**src/rtl/freq_div_pkg.sv**
```systemverilog
// Shared constants for the programmable divide-by-N clock divider.
// Optional period counter enabled by FREQ_DIVIDER_N_PERIOD_CNT_EN.
package freq_div_pkg;
    localparam int CNT_W_DEF    = 8;
    localparam int DIV_RST_VAL  = 3;
    localparam int DIV_MIN      = 2;
    localparam int PERIOD_CNT_W = 16;
endpackage

```
**src/rtl/freq_divider_n_if.sv**
```systemverilog
// Control/status bundle of the divide-by-N divider.
// period_cnt exists only with FREQ_DIVIDER_N_PERIOD_CNT_EN.
interface freq_divider_n_if
    import freq_div_pkg::*;
#(
    parameter int CNT_W = CNT_W_DEF
);
    logic             start;
    logic [CNT_W-1:0] div_val;
    logic             div_load;
    logic             div_busy;
    logic             div_err;
    logic [CNT_W-1:0] count;
    logic             div_out;
    logic             tick;
`ifdef FREQ_DIVIDER_N_PERIOD_CNT_EN
    logic [PERIOD_CNT_W-1:0] period_cnt;

    modport master (
        output start, div_val, div_load,
        input  div_busy, div_err, count,
        input  div_out, tick, period_cnt
    );
    modport slave (
        input  start, div_val, div_load,
        output div_busy, div_err, count,
        output div_out, tick, period_cnt
    );
`else
    modport master (
        output start, div_val, div_load,
        input  div_busy, div_err, count,
        input  div_out, tick
    );
    modport slave (
        input  start, div_val, div_load,
        output div_busy, div_err, count,
        output div_out, tick
    );
`endif
endinterface

```
**src/rtl/freq_div_shadow.sv**
```systemverilog
// Shadow divisor register: accepts or rejects loads, holds the
// pending value and its busy flag until the top applies it.
module freq_div_shadow
    import freq_div_pkg::*;
#(
    parameter int CNT_W = CNT_W_DEF
) (
    input  logic             clk,
    input  logic             rst,
    input  logic             div_load,
    input  logic [CNT_W-1:0] div_val,
    input  logic             apply,
    output logic [CNT_W-1:0] n_sh,
    output logic             busy,
    output logic             err
);
    logic accept;

    // apply needs busy=1, so it can never collide with an accept
    assign accept = div_load && !busy
                 && (div_val >= CNT_W'(DIV_MIN));

    always_ff @(posedge clk) begin
        if (rst) begin
            n_sh <= CNT_W'(DIV_RST_VAL);
            busy <= 1'b0;
            err  <= 1'b0;
        end else begin
            err <= div_load && !accept;
            if (accept) begin
                n_sh <= div_val;
                busy <= 1'b1;
            end else if (apply) begin
                busy <= 1'b0;
            end
        end
    end
endmodule

```
**src/rtl/freq_divider_n.sv**
```systemverilog
// Programmable divide-by-N clock divider with shadowed divisor.
// Define FREQ_DIVIDER_N_PERIOD_CNT_EN to add the 16-bit period_cnt.
module freq_divider_n
    import freq_div_pkg::*;
#(
    parameter int CNT_W = CNT_W_DEF
) (
    input logic              clk,
    input logic              rst,
    freq_divider_n_if.slave  bus
);
    logic [CNT_W-1:0] n_act;
    logic [CNT_W-1:0] n_nxt;
    logic [CNT_W-1:0] n_sh;
    logic [CNT_W-1:0] cnt;
    logic [CNT_W-1:0] cnt_nxt;
    logic             busy;
    logic             err;
    logic             wrap;
    logic             apply;
    logic             div_q;

    freq_div_shadow #(
        .CNT_W (CNT_W)
    ) u_shadow (
        .clk      (clk),
        .rst      (rst),
        .div_load (bus.div_load),
        .div_val  (bus.div_val),
        .apply    (apply),
        .n_sh     (n_sh),
        .busy     (busy),
        .err      (err)
    );

    assign wrap  = (cnt == n_act - CNT_W'(1));
    assign apply = busy && (!bus.start || wrap);

    always_comb begin
        cnt_nxt = '0;
        n_nxt   = n_act;
        if (bus.start && !wrap)
            cnt_nxt = cnt + CNT_W'(1);
        if (apply)
            n_nxt = n_sh;
    end

    // div_out registered from next-state so it lines up with count
    always_ff @(posedge clk) begin
        if (rst) begin
            cnt   <= '0;
            n_act <= CNT_W'(DIV_RST_VAL);
            div_q <= 1'b0;
        end else begin
            cnt   <= cnt_nxt;
            n_act <= n_nxt;
            div_q <= bus.start && (cnt_nxt < (n_nxt >> 1));
        end
    end

    assign bus.count    = cnt;
    assign bus.div_out  = div_q;
    assign bus.tick     = bus.start && wrap;
    assign bus.div_busy = busy;
    assign bus.div_err  = err;

`ifdef FREQ_DIVIDER_N_PERIOD_CNT_EN
    logic [PERIOD_CNT_W-1:0] pcnt;

    always_ff @(posedge clk) begin
        if (rst)
            pcnt <= '0;
        else if (bus.tick)
            pcnt <= pcnt + PERIOD_CNT_W'(1);
    end

    assign bus.period_cnt = pcnt;
`endif
endmodule
```
**src/flat_wrapper.sv**
```systemverilog
// flat-port wrapper written by rule: the top's interface ports become plain ports
module freq_divider_n_flat import freq_div_pkg::*;
#(
    parameter int CNT_W = CNT_W_DEF
)
  (clk, rst, bus_start, bus_div_val, bus_div_load, bus_div_busy, bus_div_err, bus_count, bus_div_out, bus_tick);
  freq_divider_n_if #(.CNT_W(CNT_W)) bus_i ();
  input logic clk;
  input logic rst;
  input wire logic [$bits(bus_i.start)-1:0] bus_start;
  input wire logic [$bits(bus_i.div_val)-1:0] bus_div_val;
  input wire logic [$bits(bus_i.div_load)-1:0] bus_div_load;
  output wire logic [$bits(bus_i.div_busy)-1:0] bus_div_busy;
  output wire logic [$bits(bus_i.div_err)-1:0] bus_div_err;
  output wire logic [$bits(bus_i.count)-1:0] bus_count;
  output wire logic [$bits(bus_i.div_out)-1:0] bus_div_out;
  output wire logic [$bits(bus_i.tick)-1:0] bus_tick;
  assign bus_i.start = bus_start;
  assign bus_i.div_val = bus_div_val;
  assign bus_i.div_load = bus_div_load;
  assign bus_div_busy = bus_i.div_busy;
  assign bus_div_err = bus_i.div_err;
  assign bus_count = bus_i.count;
  assign bus_div_out = bus_i.div_out;
  assign bus_tick = bus_i.tick;
  freq_divider_n #(.CNT_W(CNT_W)) u_core (.clk(clk), .rst(rst), .bus(bus_i));
endmodule
```
**config.mk**
```make
export PLATFORM = sky130hd
export DESIGN_NAME = freq_divider_n_flat
export DESIGN_NICKNAME = d
export VERILOG_FILES = /design/src/rtl/freq_div_pkg.sv /design/src/rtl/freq_divider_n_if.sv /design/src/rtl/freq_div_shadow.sv /design/src/rtl/freq_divider_n.sv /design/src/flat_wrapper.sv
export SDC_FILE = /design/constraint.sdc
export NUM_CORES = 1
export LEC_CHECK = 0
export BUFFER_PORTS_ARGS = -buffer_cell sky130_fd_sc_hd__buf_2
export CAP_MARGIN = 30
export CORE_MARGIN = 2
export CORE_UTILIZATION = 55
export DETAILED_ROUTE_END_ITERATION = 8
export PLACE_DENSITY_LB_ADDON = 0.08
export SETUP_SLACK_MARGIN = 0.5
export SLEW_MARGIN = 10
export SYNTH_ARGS = -nofsm -noshare
export SYNTH_HDL_FRONTEND = slang
export SYNTH_SLANG_ARGS = --single-unit
```
**constraint.sdc**
```tcl
create_clock -name clk -period 7.7 [get_ports clk]
set_input_delay 0.77 -clock clk [delete_from_list [all_inputs] [get_ports clk]]
set_output_delay 0.77 -clock clk [all_outputs]
set_load 0.02 [all_outputs]
```
# Yosys cells after proc, flatten, opt, wreduce, memory -nomap -nowiden
# Cells that the tools add are included.
[classes] add_sub_neg=2 n_lt_le_gt_ge=2 eq_ne=1 n_mux=4 reduce_logical=13
[ops] operator="8-bit 2-to-1 mux" n=2
[ops] operator="8-bit by 1-bit adder with 8-bit output, second input constant" n=1
[ops] operator="8-bit equality test" n=1
[ops] operator="8-bit by 2-bit greater-or-equal comparator with 1-bit output, second input constant" n=1
[ops] operator="8-bit by 7-bit less-than comparator with 1-bit output" n=1
[ops] operator="8-bit by 1-bit subtractor with 8-bit output, second input constant" n=1
[ops] operator="1-bit logical AND" n=7
[ops] operator="1-bit logical NOT" n=4
[ops] operator="1-bit 2-to-1 mux" n=2
[ops] operator="2-bit nonzero test" n=1
[ops] operator="1-bit logical OR" n=1
[totals] regBits=27 word_cells=29

# Depth between registers and ports, before layout
[logic_depth] ltp_word=7 ltp_mapped=17 depth_no_buf=15

# By module
# From an unflattened synthesis, not the netlist that was laid out.
[unflattened] hier_cells=195 area_unflattened_um2=1707.9
[by_module_without_submodules] mod="freq_divider_n" n_inst=1 cells_each=145 area_each_um2=1261.2
[by_module_without_submodules] mod="freq_div_shadow" n_inst=1 cells_each=50 area_each_um2=446.7

# Least setup slack after synthesis
# Ideal clock, no wire load.
[synth_timing] kind="reg-to-reg" startpoint="register u_core.cnt[7] (netlist: u_core.bus.count[7])" endpoint="register u_core.div_q (netlist: u_core.bus.div_out)" arrival_time_ns=3.264 required_time_ns=7.641 setup_slack_ns=4.377 stages_incl_launch_ff=16 cell_sequence="dfxtp_1 xor2_1 a221oi_1 or4b_1 a41o_1 and2_4 buf_6 buf_6 mux2i_1 ha_1 a21oi_1 nor2b_1 a2111oi_0 o211ai_1 a21oi_1 o31a_1"
[synth_between] elab_chain_len=6 word_cells_on_any_way=10
[synth_rtl] element="start: declaration" line_no="freq_divider_n.sv:15" source="logic [CNT_W-1:0] cnt;"
[synth_rtl] element="start signal: assignment" line_no="freq_divider_n.sv:55" source="cnt <= cnt_nxt;"
[synth_rtl] element="branches (longest 4 deep; another with 8-bit by 1-bit adder with 8-bit output)"
[synth_rtl] element="8-bit by 7-bit less-than comparator with 1-bit output *" line_no="freq_divider_n.sv:57" source="div_q <= bus.start && (cnt_nxt < (n_nxt >> 1));"
[synth_rtl] element="1-bit logical AND *" line_no="freq_divider_n.sv:57"
[synth_rtl] element="end signal: assignment" line_no="freq_divider_n.sv:57"
[synth_rtl] element="end: declaration" line_no="freq_divider_n.sv:21" source="logic div_q;"
# Mark *: on every way between the ends.
# A chain may end at the register's enable or synchronous reset.

# Worst setup path in the final report
[layout_timing] startpoint="register u_core.n_act[0]" endpoint="register u_core.div_q (netlist: u_core.bus.div_out)"
[layout_between] elab_chain_len=7 word_cells_on_any_way=10
[layout_rtl] element="start: declaration" line_no="freq_divider_n.sv:12" source="logic [CNT_W-1:0] n_act;"
[layout_rtl] element="start signal: assignment" line_no="freq_divider_n.sv:52" source="n_act <= CNT_W'(DIV_RST_VAL);"
[layout_rtl] element="start signal: assignment" line_no="freq_divider_n.sv:56" source="n_act <= n_nxt;"
[layout_rtl] element="8-bit by 1-bit subtractor with 8-bit output *" line_no="freq_divider_n.sv:36" source="assign wrap = (cnt == n_act - CNT_W'(1));"
[layout_rtl] element="8-bit equality test *" line_no="freq_divider_n.sv:36"
[layout_rtl] element="1-bit logical NOT / 1-bit logical OR (equally long branches)" line_no="freq_divider_n.sv:42, freq_divider_n.sv:37"
[layout_rtl] element="1-bit logical AND (on tied branches)" line_no="freq_divider_n.sv:42, freq_divider_n.sv:37"
[layout_rtl] element="8-bit 2-to-1 mux (on tied branches)" line_no="freq_divider_n.sv:42, freq_divider_n.sv:44"
[layout_rtl] element="8-bit by 7-bit less-than comparator with 1-bit output *" line_no="freq_divider_n.sv:57"
[layout_rtl] element="1-bit logical AND *" line_no="freq_divider_n.sv:57"
# Mark *: on every way between the ends. The rest lies on a longest branch, timed or not.

==> summary.txt <==
Run status
  • Status: completed

Worst setup path
  • Crit-path max FO: 14
  • Worst endpoint data arrival time: 3.97 ns
  • Setup crit end kind: register
  • R2R Setup Slk: 4.01 ns
  • CP Launch Type: register
  • Critical path type: reg -> reg
  • Required time of the critical path: 7.99 ns
  • R2r startpoint: u_core.n_act[0]
  • Worst R2R End: u_core.bus.div_out
  • Cells on worst reg2reg path: 15

Placed design
  • Final GP Congestion: 0.822
  • HPWL after DPL: 2500 µm
  • PortBufs: 23

Floorplanning
  • Chip height: 56.8 µm
  • Initial core utilization: 56.5%
  • # IOs: 24
  • Die area: 0.00322 mm²
  • # rows: 19
  • Die width: 56.8 µm
  • Core area: 0.00271 mm²

CTS
  • Htree depth: 1
  • Num CTS Buffers: 3
  • CTS resizes: 0
  • Setup bufs post-CTS: 0
  • Clock Latency Late Sink: 0.33 ns
  • Clock Tree Buf Depth: 2
  • Root Driver: clkbuf_4
  • Clock slew at the register clock pins of the worst setup and hold paths: 0.15 ns
  • # hold bufs at CTS: 0
  • CTS tree: yes
  • Clk sinks: 27

Pwr
  • Clock network fraction of total power: 23.7%
  • P_leak: 0.745 nW
  • Share of power burned in combinational logic: 18.2%
  • Power, Total: 263 µW
  • Internal power: 186 µW
  • Flop pwr share: 58.1%
  • VDD IR-drop max: 122 µV
  • Psw: 77.3 µW
  • Power Density: 157 mW/mm²
  • Net Sw Frac: 29.4%

Worst hold path
  • Min-delay src: u_core.u_shadow.n_sh[5]
  • Hold EP: u_core.n_act[5]
  • Hold path depth: 2
  • Worst hold path class: reg -> reg

Yosys
  • Netlist cell types: 40
  • EDFF count, synth: 0
  • Syn_area_per_cell: 8.75 µm²
  • Cells after Synth: 175
  • Synth area leader: dfxtp_1
  • Top-area cell type share of the netlist area: 35.3%
  • Post-Syn Area: 0.00153 mm²
  • Most used DFF post-synth: dfxtp_1
  • Synth Register Bits: 27
  • Seq/Total Area, Yosys: 35.3%
  • Async set or reset register ratio after synthesis: 0%
  • Syn nets: 195
  • Top post-synthesis cells by area: dfxtp_1, mux2i_1, ha_1, xor2_1, nor2_1
  • Ys Warns: 0

Final layout
  • Multi-input logic area: 921 µm²
  • Area Overhead vs Synth: 9.23%
  • Ant diodes: 0
  • Filler cell count: 259
  • Nets: 216
  • Share of layout cells above drive strength 1: 15.9%
  • Reg area: 541 µm²

Global route
  • Number of antenna violations at the first check in global routing: 0
  • GRT Util Overall: 20.9%
  • Vias in the first global route: 1147
  • Overflow after GRT: 0
  • Largest net degree at the start of global routing: 18
  • Global-route wire length before repair: 5310 µm

Timing
  • RSZ-0062 raised after global routing: false
  • Setup TNS: 0 ns
  • Rel. slew slack: 71.5%
  • Slew @ Worst Pin: 0.424 ns
  • Final setup skew: 0.00637 ns
  • Min cycle time layout: 3.69 ns
  • Hold Vio Cnt, Final: 0
  • Fmax: 271 MHz
  • Final Max Slew Viols: 0
  • Final setup fails: 0
  • Period utilisation layout: 47.9%

Drt
  • 1st-iter DRT viols: 47
  • Number of vias per cell: 5.62
  • Antenna viol nets, final: 0
  • Routed wire per std cell: 13.9 µm
  • Total Routed Length: 3150 µm
  • Vias: 1269
  • 1st-pass router iterations: 4
  • Residual DRC: 0

Job
  • # Max-Cap Violations: 0
## routing by layer
metal | track usage (%) | vias up | wire [µm]
met5 | 0 | - | 0
met4 | 8.64 | 0 | 59
li1 | - | 647 | -
met3 | 3.00 | 7 | 67
met1 | 30.0 | 599 | 1550
met2 | 31.4 | 16 | 1470
## cell usage in the layout, fill, tap and decap left out, types with 2 or more instances in the layout
master,count
buf_2,23
nand4_1,2
inv_1,5
nand3_1,7
mux2i_1,21
nor3b_1,4
dfxtp_1,27
ha_1,8
clkbuf_4,3
o211ai_1,3
or2_2,2
nor2_1,24
nand2_1,18
and3_1,2
a21oi_1,4
nor2b_1,3
nor4_1,3
xnor2_1,4
xor2_1,11
## cell families (layout without fill, tap and decap cells)
group	after synthesis	count (layout)	share of synthesized area, %
compound gates	17	17	7.84
xor+xnor	15	15	8.58
fa+ha+maj	9	9	7.19
buf+inv	14	34	4.57
flops	27	27	35.3
mux	21	21	13.7
simple gates	72	72	22.8
## sequential cells by signal (all words and copies together) (netlist names)
register,count
u_core.bus.count,8
u_core.u_shadow.n_sh,8
u_core.bus.div_out,1
u_core.u_shadow.err,1
u_core.n_act,8
u_core.u_shadow.busy,1
## stage by stage
stage	worst slack (ns)	instances	hold slack (ns)	area (µm²)	util, %
floorplan	4.38	175	0.441	1530	-
finish	4.01	226	0.489	1670	61.7
global route	3.68	226	0.520	1670	61.7
CTS	4.02	226	0.496	1670	61.7
detailed placement	4.06	222	0.475	1650	60.7
global placement	4.27	222	0.471	1650	60.7
## layout make-up
| cell class | count | area share, % |
|---|---|---|
| multi-input cells | 134 | 55.0 |
| inverters | 6 | 1.35 |
| clock inverters | 1 | 0.299 |
| flip-flops and latches | 27 | 32.3 |
| repair buffers | 24 | 7.33 |
| clock buffers | 3 | 1.35 |
| well taps | 31 | 2.32 |
## worst max path at each step
| stage | cells past startpoint | end | from | slack, ns |
|---|---|---|---|---|
| floorplan | 15 | u_core.bus.div_out | u_core.bus.count[7] | 4.38 |
| finish | 15 | u_core.bus.div_out | u_core.n_act[0] | 4.01 |
| global route | 15 | u_core.bus.div_out | u_core.n_act[1] | 3.68 |
| CTS | 15 | u_core.bus.div_out | u_core.n_act[0] | 4.02 |
| global placement | 15 | u_core.bus.div_out | u_core.n_act[0] | 4.27 |
| detailed placement | 15 | u_core.bus.div_out | u_core.n_act[0] | 4.06 |
## critical path, cell delays in order (launching register included)
cell       delay (ns)
dfxtp_1          0.41
inv_1            0.08
ha_1             0.24
xnor2_1          0.19
o22ai_1          0.11
a211oi_1         0.35
a41o_1           0.46
and2_4           0.35
mux2i_1          0.22
ha_1             0.26
a21oi_1          0.14
nor2b_1          0.06
a2111oi_0        0.39
o211ai_1         0.12
a21oi_1          0.13
o31a_1           0.15
## synthesized netlist by cell type, drive strengths merged, types with 2 or more instances
| master | count |
|---|---|
| nand2 | 18 |
| ha | 8 |
| xnor2 | 4 |
| dfxtp | 27 |
| nor3b | 4 |
| nor2b | 3 |
| clkbuf | 3 |
| xor2 | 11 |
| nand4 | 2 |
| or2 | 2 |
| mux2i | 21 |
| nor4 | 3 |
| inv | 5 |
| buf | 5 |
| nand3 | 7 |
| a21oi | 4 |
| o211ai | 3 |
| and3 | 2 |
| nor2 | 24 |
## power by group through the flow
| stage | clock network, mW | registers [mW] | logic, mW |
|---|---|---|---|
| finish | 0.0624 | 0.153 | 0.0478 |
| global route | 0.0698 | 0.154 | 0.0537 |
| CTS | 0.0651 | 0.153 | 0.0481 |
| detailed placement | 0 | 0.156 | 0.0480 |
| global placement | 0 | 0.156 | 0.0465 |
| floorplan | 0 | 0.156 | 0.0357 |
No activity file was read; power rests on OpenSTA's default activity.
